`config.mk`:
```
export PLATFORM = sky130hd
export DESIGN_NAME = syscall_controller
export DESIGN_NICKNAME = d
export VERILOG_FILES = /design/src/rtl/mips_syscall_pkg.sv /design/src/rtl/syscall_controller.sv
export SDC_FILE = /design/constraint.sdc
export NUM_CORES = 1
export LEC_CHECK = 0
export CORE_ASPECT_RATIO = 1.5
export CORE_UTILIZATION = 43
export CTS_CLUSTER_SIZE = 20
export DETAILED_ROUTE_END_ITERATION = 16
export PLACE_DENSITY = 0.83
export SYNTH_ARGS = -nofsm -noshare
export SYNTH_HDL_FRONTEND = slang
export SYNTH_SLANG_ARGS = --single-unit
export TNS_END_PERCENT = 30
```
`constraint.sdc`:
```
create_clock -name clk -period 5.3 [get_ports clk]
set_clock_uncertainty 0.2 [all_clocks]
set_input_delay 0.53 -clock clk [delete_from_list [all_inputs] [get_ports clk]]
set_output_delay 0.53 -clock clk [all_outputs]
set_load 0.01 [all_outputs]
```
`src/rtl/mips_syscall_pkg.sv`:
```
// Shared definitions for the MIPS SYSCALL sequencer.
// Holds the service codes carried in $v0, the output type codes and the
// controller state encoding. The display sink and the bench use it as well.
package mips_syscall_pkg;

   // Service codes compared against the full width of $v0
   localparam int unsigned SVC_PRINT_INT  = 32'd1;
   localparam int unsigned SVC_EXIT       = 32'd10;
   localparam int unsigned SVC_PRINT_CHAR = 32'd11;

   // Output payload type codes
   localparam logic [1:0] OUT_TYPE_NONE = 2'b00;
   localparam logic [1:0] OUT_TYPE_INT  = 2'b01;
   localparam logic [1:0] OUT_TYPE_CHAR = 2'b10;

   // Controller states
   typedef enum logic [1:0] {
      ST_IDLE   = 2'b00,
      ST_ISSUE  = 2'b01,
      ST_DONE   = 2'b10,
      ST_HALTED = 2'b11
   } sc_state_e;

   // Decoded service class
   typedef enum logic [1:0] {
      SVC_K_NOP  = 2'b00,
      SVC_K_INT  = 2'b01,
      SVC_K_CHAR = 2'b10,
      SVC_K_EXIT = 2'b11
   } svc_kind_e;

   // Output type code that goes with a print service class
   function automatic logic [1:0] out_type_of(input svc_kind_e kind);
      logic [1:0] t;
      case (kind)
         SVC_K_INT:  t = OUT_TYPE_INT;
         SVC_K_CHAR: t = OUT_TYPE_CHAR;
         default:    t = OUT_TYPE_NONE;
      endcase
      return t;
   endfunction

endpackage

```
`src/rtl/syscall_controller.sv`:
```
// SYSCALL sequencer sitting beside the execute stage.
// When a valid SYSCALL reaches execute it decodes the service in v0, stalls the
// pipeline, offers print payloads to the output sink over valid/ready, latches a
// sticky halt on the exit service and counts every retired syscall.
// Ports:
//   clk, rst_n        clock (rising edge), asynchronous active-low reset
//   valid, is_syscall execute-stage instruction valid / funct decoder SYSCALL flag
//   v0, a0            forwarded service code and argument
//   out_ready         sink accepts the payload this cycle
//   stall             freeze PC and IF/ID/EX registers
//   out_valid         out_data / out_type are valid
//   out_data          print payload, held stable while out_valid is high
//   out_type          00 none, 01 integer, 10 char
//   halt              sticky, CPU stopped by the exit service
//   syscall_count     retired syscalls, wraps modulo 2^CNT_W
module syscall_controller
   import mips_syscall_pkg::*;
#(
   parameter int unsigned DATA_W = 32,
   parameter int unsigned CNT_W  = 16
) (
   input  logic              clk,
   input  logic              rst_n,
   input  logic              valid,
   input  logic              is_syscall,
   input  logic [DATA_W-1:0] v0,
   input  logic [DATA_W-1:0] a0,
   input  logic              out_ready,
   output logic              stall,
   output logic              out_valid,
   output logic [DATA_W-1:0] out_data,
   output logic [1:0]        out_type,
   output logic              halt,
   output logic [CNT_W-1:0]  syscall_count
);

   localparam logic [CNT_W-1:0]  CNT_ZERO  = {CNT_W{1'b0}};
   localparam logic [CNT_W-1:0]  CNT_ONE   = {{(CNT_W-1){1'b0}}, 1'b1};
   localparam logic [DATA_W-1:0] DATA_ZERO = {DATA_W{1'b0}};

   sc_state_e         state_r;
   sc_state_e         state_nxt_s;
   svc_kind_e         svc_s;
   logic              trigger_s;
   logic              stall_s;
   logic              load_out_s;
   logic              count_inc_s;
   logic [DATA_W-1:0] out_data_r;
   logic [DATA_W-1:0] out_data_nxt_s;
   logic [1:0]        out_type_r;
   logic [CNT_W-1:0]  count_r;

   // Gating with rst_n keeps the combinational stall low while reset is held,
   // even if the pipeline still presents the syscall.
   assign trigger_s = rst_n & valid & is_syscall;

   // Service decode over the full width of v0
   always_comb begin
      svc_s = SVC_K_NOP;
      if (v0 == DATA_W'(SVC_PRINT_INT)) begin
         svc_s = SVC_K_INT;
      end else if (v0 == DATA_W'(SVC_PRINT_CHAR)) begin
         svc_s = SVC_K_CHAR;
      end else if (v0 == DATA_W'(SVC_EXIT)) begin
         svc_s = SVC_K_EXIT;
      end else begin
         svc_s = SVC_K_NOP;
      end
   end

   // Payload selection: char prints carry only the low byte of a0
   always_comb begin
      out_data_nxt_s = a0;
      if (svc_s == SVC_K_CHAR) begin
         out_data_nxt_s = DATA_W'(a0[7:0]);
      end else begin
         out_data_nxt_s = a0;
      end
   end

   // Next-state, stall and counter-increment decode
   always_comb begin
      state_nxt_s = state_r;
      stall_s     = 1'b0;
      load_out_s  = 1'b0;
      count_inc_s = 1'b0;
      case (state_r)
         ST_IDLE: begin
            if (trigger_s) begin
               case (svc_s)
                  SVC_K_INT, SVC_K_CHAR: begin
                     state_nxt_s = ST_ISSUE;
                     stall_s     = 1'b1;
                     load_out_s  = 1'b1;
                  end
                  SVC_K_EXIT: begin
                     state_nxt_s = ST_HALTED;
                     stall_s     = 1'b1;
                     count_inc_s = 1'b1;
                  end
                  default: begin
                     // Unknown service retires immediately without stalling
                     state_nxt_s = ST_IDLE;
                     count_inc_s = 1'b1;
                  end
               endcase
            end else begin
               state_nxt_s = ST_IDLE;
            end
         end
         ST_ISSUE: begin
            stall_s = 1'b1;
            if (out_ready) begin
               state_nxt_s = ST_DONE;
            end else begin
               state_nxt_s = ST_ISSUE;
            end
         end
         ST_DONE: begin
            // The held syscall retires on this edge; a trigger seen here is that
            // same instruction and must not start a second service.
            count_inc_s = 1'b1;
            state_nxt_s = ST_IDLE;
         end
         ST_HALTED: begin
            stall_s     = 1'b1;
            state_nxt_s = ST_HALTED;
         end
         default: begin
            state_nxt_s = ST_IDLE;
         end
      endcase
   end

   // State register
   always_ff @(posedge clk or negedge rst_n) begin
      if (!rst_n) begin
         state_r <= ST_IDLE;
      end else begin
         state_r <= state_nxt_s;
      end
   end

   // Print payload register, loaded only when a print is accepted in IDLE
   always_ff @(posedge clk or negedge rst_n) begin
      if (!rst_n) begin
         out_data_r <= DATA_ZERO;
         out_type_r <= OUT_TYPE_NONE;
      end else if (load_out_s) begin
         out_data_r <= out_data_nxt_s;
         out_type_r <= out_type_of(svc_s);
      end else begin
         out_data_r <= out_data_r;
         out_type_r <= out_type_r;
      end
   end

   // Retired-syscall counter, wraps naturally
   always_ff @(posedge clk or negedge rst_n) begin
      if (!rst_n) begin
         count_r <= CNT_ZERO;
      end else if (count_inc_s) begin
         count_r <= count_r + CNT_ONE;
      end else begin
         count_r <= count_r;
      end
   end

   assign stall         = stall_s;
   assign out_valid     = (state_r == ST_ISSUE);
   assign halt          = (state_r == ST_HALTED);
   assign out_data      = out_data_r;
   assign out_type      = out_type_r;
   assign syscall_count = count_r;

endmodule

```
* Word-level counts from Yosys, hierarchy flattened *
Cells that the tools add are included.

operators by class
  $add $sub $neg = 1
  equality and inequality tests = 9
  multiplexer cells = 18
  bitwise gates (word level) = 2
  reductions and logical operators = 4

operator list
  operator               number
  $eq 32x4->1 const B    2
  $eq 32x1->1 const B    1
  $mux 32                1
  $add 16x1->16 const B  1
  $mux 2                 5
  $eq 2x2->1 const B     4
  $pmux 2 s2             2
  $pmux 2 s4             1
  $mux 1                 7
  $eq 2x1->1 const B     2
  $pmux 1 s2             2
  $reduce_or 2->1        2
  $reduce_or 3->1        1
  $and 1x1->1            2
  $logic_not 2->1        1

storage, ports and cells
  register bits after elaboration = 52
  bits of input ports = 69

* Longest topological paths before layout *
Gate-level depths: netlist of run 1.

  word-level depth = 9
  gate-level depth with buffers = 10

* Worst setup path before layout of run 1 *
No wires, ideal clock.

  kind = input -> register
  from = input v0[30]
  to = register count_r[13] (netlist: syscall_count[13])
  setup time = 0.125 ns
  data arrival time = 2.483 ns
  slack = 2.492 ns
  stages = 9
  buffers on the path = 0
  cell sequence = nor4_1 > nand4_1 > nor2_1 > and3_1 > ha_1 > nand4b_4 > a2111oi_4 > nand4_1 > xnor2_1

between the ends
  word-level cells in the longest chain between the ends = 9

RTL lines
  what                                      RTL line                   text
  from (decl)                               syscall_controller.sv:26   input logic [DATA_W-1:0] v0,
  $eq 32x4->1                               syscall_controller.sv:64   end else if (v0 == DATA_W'(SVC_EXIT)) begin
  $mux 2                                    syscall_controller.sv:64
  $mux 2                                    syscall_controller.sv:62   end else if (v0 == DATA_W'(SVC_PRINT_CHAR)) begin
  $mux 2 (*)                                syscall_controller.sv:60   if (v0 == DATA_W'(SVC_PRINT_INT)) begin
  $eq 2x2->1 or $eq 2x1->1 (tied branches)  syscall_controller.sv:90   case (svc_s)
  $reduce_or 2->1 (*)                       syscall_controller.sv:90
  $mux 1 (*)                                syscall_controller.sv:90
  $mux 1 (*)                                syscall_controller.sv:89   if (trigger_s) begin
  $pmux 1 s2 (*)                            syscall_controller.sv:87   case (state_r)
  to (signal assigned)                      syscall_controller.sv:163  count_r <= count_r + CNT_ONE;
  to (signal assigned)                      syscall_controller.sv:165  count_r <= count_r;
  to (decl)                                 syscall_controller.sv:51   logic [CNT_W-1:0] count_r;

Every way passes the cells marked *; elsewhere a longest branch is shown, timed or not.
A chain may end at the register's enable or synchronous reset.

* Worst setup path in the final report of run 1 *
  from = input v0[26]
  to = output stall

between the ends
  word-level cells in the longest chain between the ends = 9

RTL lines
  what                                      RTL line                  text
  $eq 32x4->1                               syscall_controller.sv:64
  $mux 2                                    syscall_controller.sv:64
  $mux 2                                    syscall_controller.sv:62
  $mux 2 (*)                                syscall_controller.sv:60
  $eq 2x2->1 or $eq 2x1->1 (tied branches)  syscall_controller.sv:90
  $reduce_or 3->1 (no line) (*)             -
  $mux 1 (*)                                syscall_controller.sv:90
  $mux 1 (*)                                syscall_controller.sv:89
  $pmux 1 s2 (*)                            syscall_controller.sv:87
  to (decl)                                 syscall_controller.sv:29  output logic stall,

Marks and branches as above.

==> results of run 1 <==
[through the flow]
step | std cells | power, W
finish | 430 | 0.000886
global route | 430 | 0.000928
CTS | 430 | 0.000894
detailed placement | 422 | 0.000612
global placement | 422 | 0.000608
floorplan | 239 | 0.000497
[metal layers]
metal,GRT usage,vias up,wire length (um)
met3,0.0378,21,340
met4,0.145,0,331
li1,-,1035,-
met1,0.236,984,2240
met5,0,-,0
met2,0.381,93,3060
[power breakdown]
| part | internal [W] | switching [W] |
|---|---|---|
| logic | 0.000100 | 0.0000559 |
| registers | 0.000418 | 0.0000279 |
| clock network | 0.000155 | 0.000129 |
[cell families (layout without fill, tap and decap cells)]
| group | after synthesis | after routing | synth area share |
|---|---|---|---|
| AO/OA/AOI/OAI | 9 | 9 | 0.0359 |
| XOR/XNOR | 15 | 15 | 0.0546 |
| adder cells (fa/ha/maj) | 4 | 4 | 0.0208 |
| buffers and inverters | 13 | 134 | 0.0327 |
| flip-flops | 52 | 52 | 0.541 |
| multiplexers | 1 | 1 | 0.00468 |
| AND/OR/NAND/NOR | 145 | 145 | 0.311 |
[cells in the final DEF (no fill, tap or decap), types with 2 or more instances in the layout]
cell type / synthesis / layout
clkdlybuf4s50_1: 0 / 120
nand2_1: 81 / 81
dfrtp_1: 52 / 52
nand3b_1: 25 / 25
xnor2_1: 12 / 12
nand3_1: 8 / 8
nor4_1: 6 / 6
nand4_1: 6 / 6
clkbuf_8: 0 / 6
nor2_1: 5 / 5
ha_1: 4 / 4
inv_1: 3 / 3
xor2_1: 3 / 3
and2_1: 2 / 2
and3_1: 2 / 2
nor2b_1: 2 / 2
nand4b_1: 2 / 2
a21oi_1: 2 / 2
buf_4: 1 / 2
[path summary, 6_finish.rpt]
kind,depth (start not counted),end,slack [ps]
worst max-delay path,8,stall,1860
worst min-delay path,2,out_data[24]$_DFFE_PN0P_,220
worst max register to register,3,out_type[0]$_DFFE_PN0P_,2920
worst min register to register,1,syscall_count[15]$_DFFE_PN0P_,270
max in group asynchronous,2,out_data[11]$_DFFE_PN0P_,4250
min in group clk,1,syscall_count[15]$_DFFE_PN0P_,270
[registers in the layout, indices dropped and copies added, names as in the netlist]
signal	flops
out_data	32
out_type	2
state_r	2
syscall_count	16
[worst max-delay path, stage by stage]
cell             delay (ps)
clkdlybuf4s50_1         420
nor4_1                  280
nand4_1                 130
nor2_1                  250
nand2_1                 130
ha_1                    210
o21bai_1                190
clkdlybuf4s50_1         580
[cells in the mapped netlist (all sizes together), types with 2 or more instances]
| cell | n |
|---|---|
| nand2 | 81 |
| dfrtp | 52 |
| nand3b | 25 |
| xnor2 | 12 |
| nand3 | 8 |
| buf | 7 |
| nand4 | 6 |
| nor4 | 6 |
| nor2 | 5 |
| ha | 4 |
| clkbuf | 3 |
| inv | 3 |
| nand4b | 3 |
| xor2 | 3 |
| a21oi | 2 |
| and2 | 2 |
| and3 | 2 |
| nor2b | 2 |
| or3b | 2 |
[area by class of cell]
type / instances / area, um^2
repair buffers: 123 / 1220
flip-flops and latches: 52 / 1300
clock buffers: 6 / 82.6
inverters: 3 / 11.3
fillers: 430 / 1630
clock inverters: 2 / 38.8
multi-input cells: 174 / 1030
well taps: 70 / 87.6
==> impl_metrics.json, run 1 <==
{
  "core_area_mm2": 0.00541,
  "io_buffers": 121,
  "post-route-util": 0.698,
  "layout_setup_ws_ps": 1860,
  "fin_crit_ps": 3440,
  "route.detailed.drc": 0,
  "reg2reg_from": "state_r[1]$_DFF_PN0_",
  "drive_gt1_frac": 0.0472,
  "die_x_um": 63.1,
  "hp-class": "in -> async",
  "ys_seq_elements": 52,
  "grt_pass1_wl_um": 9870,
  "netlist_instances": 239,
  "relSlewSlack": 0.221,
  "drtPass1Iterations": 4,
  "required_ps": 4570,
  "root_buffer": "clkbuf_8",
  "ys_seq_area_frac": 0.541,
  "p_per_area_mw_per_mm2": 235,
  "ir_drop_v": 0.000126,
  "grt_antenna_before_repair": 0,
  "ant_nets": 0,
  "synth.distinct_cells": 34,
  "wire_per_inst_um": 13.9,
  "ys_warn_count": 0,
  "status": "finished, final reports clean",
  "clock.fmax_mhz": 291,
  "slew_viol_final": 0,
  "avgViaCountPerCell": 4.96,
  "grt_pass1_vias": 2154,
  "ctsResizeCount": 0,
  "cts_tree": "built",
  "criticalPathCategory": "in -> out",
  "synth_nets": 312,
  "syn_avg_cell_area_um2": 10.1,
  "critPathMaxFanout": 5,
  "worstMarginPinSlew_ps": 1170,
  "clock-sinks": 52,
  "drt-total-wl_um": 5970,
  "stdcell_area_mm2": 0.00378,
  "fin_crit_sh": 0.649,
  "fin_tns_setup_ps": 0,
  "cts_max_path_buffers": 2,
  "setup_viol": 0,
  "rsz0062_at_grt": "no",
  "die_h_um": 93.6,
  "grt_max_degree": 54,
  "rows": 33,
  "dp_hpwl_um": 4490,
  "hold_ws_ps": 223,
  "grtUsageTotal": 0.217,
  "io-pin-count": 122,
  "drt_iter0_drc": 93,
  "num_vias": 2133,
  "yosysTopAreaCellShare": 0.541,
  "post_cts_buffers": 0,
  "cts_buffers": 5,
  "cts_max_level": 2,
  "cellLeakagePower_nw": 1.67,
  "cp.arrival_ps": 2710,
  "synth-main-ff-cell": "dfrtp_1",
  "critical_path.startpoint": "v0[26]",
  "cts_hold_buf": 0,
  "max_cap_violations": 0,
  "finalNetCount": 432,
  "syn-cell-area_mm2": 0.00241,
  "cts.clk_slew.worst_paths_ps": 90,
  "netlist_top_cells_area": "dfrtp_1, nand2_1, nand3b_1",
  "synth_edf_count": 0,
  "clock_latency_ps": 300,
  "place_congestion": 0.783,
  "dieArea_mm2": 0.00591,
  "antenna_cells": 0,
  "crit_path_start_kind": "primary input",
  "dpl_cell_area_mm2": 0.00365,
  "yosysTopAreaCell": "dfrtp_1",
  "start_util": 0.445,
  "synthArstFlopShare": 1.00,
  "overflow": 0,
  "place_ws_ps": 1610,
  "area_growth_pct": 56.9,
  "crit_path_end_kind": "output pin",
  "hold_viol_final": 0
}
Power figures use the tool's default switching activity.
==> run 2, diff against run 1 <==
--- a/config.mk
+++ b/config.mk
@@ -6,10 +6,10 @@
 export NUM_CORES = 1
 export LEC_CHECK = 0
 export CORE_ASPECT_RATIO = 1.5
-export CORE_UTILIZATION = 43
+export CORE_UTILIZATION = 36
 export CTS_CLUSTER_SIZE = 20
 export DETAILED_ROUTE_END_ITERATION = 16
-export PLACE_DENSITY = 0.83
+export PLACE_DENSITY = 0.74
 export SYNTH_ARGS = -nofsm -noshare
 export SYNTH_HDL_FRONTEND = slang
 export SYNTH_SLANG_ARGS = --single-unit
==> constraint.sdc (replaced) <==
create_clock -name clk -period 3.07 [get_ports clk]
set_clock_uncertainty 0.2 [all_clocks]
set_input_delay 0.307 -clock clk [delete_from_list [all_inputs] [get_ports clk]]
set_output_delay 0.307 -clock clk [all_outputs]
set_load 0.01 [all_outputs]
==> run 2 against run 1 <==
Against the previous run:
- cell count rose by 4.7%
- clock-buffer cell count rose by 2
- critical endpoint is now syscall_count[13]$_DFFE_PN0P_
- die area rose by 19%
- via count rose by 3.6%
- worst setup slack got worse by 1600 ps
- wire length rose by 5.9%
- combinational power rose by 78%
- flip-flop and latch count did not move
- highest routed layer unchanged
==> impl_metrics.json, run 2 (synthesized netlist as in run 1, its figures left out) <==
{
  "status": "finished, final reports clean",
  "fin_crit_sh": 0.927,
  "post-route-util": 0.602,
  "ir_drop_v": 0.000243,
  "dieArea_mm2": 0.00702,
  "grt_antenna_before_repair": 0,
  "cellLeakagePower_nw": 1.74,
  "area_growth_pct": 62.1,
  "place_ws_ps": -274,
  "path_cells": "clkdlybuf4s50_1, nor4_2, nand4_1, nor2_2, and3_1, ha_1, nand4b_4, a2111oi_4, nand4_1, xnor2_1",
  "drt_iter0_drc": 143,
  "finalPower_w": 0.00144,
  "finalNetCount": 446,
  "drtPass1Iterations": 4,
  "num_vias": 2210,
  "reg2reg_depth": 5,
  "max_stage_delay_ps": 480,
  "grt_pass1_vias": 2137,
  "hp-class": "in -> async",
  "clock_latency_ps": 290,
  "final_common_cell": "clkdlybuf4s50_1",
  "grt_pass1_wl_um": 9750,
  "clock.fmax_mhz": 351,
  "overflow": 0,
  "cts_tree": "built",
  "cts_buffers": 5,
  "die_h_um": 102,
  "layout_setup_ws_ps": 225,
  "fin_cells": 450,
  "grt_max_degree": 53,
  "p_per_area_mw_per_mm2": 369,
  "ant_nets": 0,
  "fin_crit_ps": 2850,
  "crit_path_start_kind": "primary input",
  "crit_path_end_kind": "flip-flop",
  "core_area_mm2": 0.00649,
  "required_ps": 3050,
  "worstMarginPinSlew_ps": 878,
  "cts.clk_slew.worst_paths_ps": 90,
  "rsz0062_at_grt": "yes",
  "cp_slowest_cell": "a2111oi_4",
  "r2r_slack_ps": 870,
  "critPathMaxFanout": 6,
  "grtUsageTotal": 0.185,
  "io_buffers": 121,
  "relSlewSlack": 0.412,
  "final.fill_count": 570,
  "clock-sinks": 52,
  "route.detailed.drc": 0,
  "largest_reg_flops": 32,
  "layout_common_cells": "clkdlybuf4s50_1, nand2_1, dfrtp_1",
  "dp_hpwl_um": 4640,
  "max_cap_violations": 0,
  "antenna_cells": 0,
  "io-pin-count": 122,
  "dp_cells": 441,
  "criticalPathCategory": "in -> reg",
  "rows": 36,
  "cp.arrival_ps": 2830,
  "slew_viol_final": 0,
  "cts_max_level": 2,
  "root_buffer": "clkbuf_8",
  "die_x_um": 68.8,
  "start_util": 0.371,
  "drt-total-wl_um": 6320,
  "critPathMostFrequentCell": "nand4_1",
  "hold_viol_final": 0,
  "reg2reg_from": "state_r[1]$_DFF_PN0_",
  "reg2reg_to": "out_data[17]$_DFFE_PN0P_",
  "drive_gt1_frac": 0.0882,
  "wire_per_inst_um": 14.0,
  "fin_tns_setup_ps": 0,
  "setup_viol": 0,
  "place_congestion": 0.822,
  "cts_max_path_buffers": 2,
  "avgViaCountPerCell": 4.91
}
==> run 2: cell types whose count changed in the layout (fill, tap and decap cells not counted) <==
cell / change
clkinv_4: -1
a211oi_2: -1
clkdlybuf4s50_1: -1
buf_4: +12
a211oi_4: +1
dlygate4sd2_1: +1
buf_12: +1
clkbuf_1: +2
nor2_2: +1
nor2_1: -1
nor3b_2: +1
nor4_1: -3
bufinv_16: -1
nor4_2: +3
==> run 2: final cells by class <==
cell class              instances  area, um^2  area share
flip-flops and latches         52        1300       0.333
well taps                      76        95.1      0.0244
inverters                       3        11.3     0.00289
multi-input cells             175        1070       0.275
clock buffers                   8        90.1      0.0231
repair buffers                136        1330       0.341
==> run 2: power by group <==
| part | leakage, nW | internal (W) | switching [W] | total (W) |
|---|---|---|---|---|
| clock network | 0.0455 | 0.000184 | 0.000208 | 0.000392 |
| registers | 0.709 | 0.000722 | 0.0000475 | 0.000769 |
| logic | 0.981 | 0.000179 | 0.0000990 | 0.000278 |
| total | 1.74 | 0.00109 | 0.000354 | 0.00144 |
==> run 2: stage by stage <==
step                      cell area [um^2]  hold WS [ps]
after global placement                3770           249
after detailed placement              3770           255
final                                 3900          25.8
after CTS                             3860          40.2
after global routing                  3900          72.9
after floorplan                       2410          -189
==> run 2: how the worst max path moves through the flow <==
stage,start,to,cells after the start
floorplan,v0[30],syscall_count[13]$_DFFE_PN0P_,9
global placement,v0[26],out_data[17]$_DFFE_PN0P_,10
detailed placement,v0[26],out_data[17]$_DFFE_PN0P_,10
CTS,v0[26],out_data[17]$_DFFE_PN0P_,10
global route,v0[26],syscall_count[13]$_DFFE_PN0P_,10
finish,v0[30],syscall_count[13]$_DFFE_PN0P_,10
==> run 2: worst max-delay path: cells and delay by family <==
family | cells | cell delay, ps
compound gates | 1 | 480
xor+xnor | 1 | 150
simple gates | 6 | 1150
fa+ha+maj | 1 | 290
buf+inv | 1 | 430
==> run 2: repair_timing <==
item,4_1_cts,5_1_grt
buffers inserted,0,0
cloned,0,1
pin swaps,0,1
resized for setup,1,5
endpoints found under the setup margin,1,27
endpoints found under the hold margin,0,0
hold buffers,0,0
==> run 2: routing by layer <==
| metal | share of wire | wire length, um | vias up | GRT usage |
|---|---|---|---|---|
| met2 | 0.55 | 3490 | 82 | 0.339 |
| li1 | - | - | 1067 | - |
| met5 | 0 | 0 | - | 0 |
| met4 | 0.0066 | 42 | 0 | 0.0471 |
| met3 | 0.054 | 342 | 2 | 0.0268 |
| met1 | 0.39 | 2450 | 1059 | 0.219 |
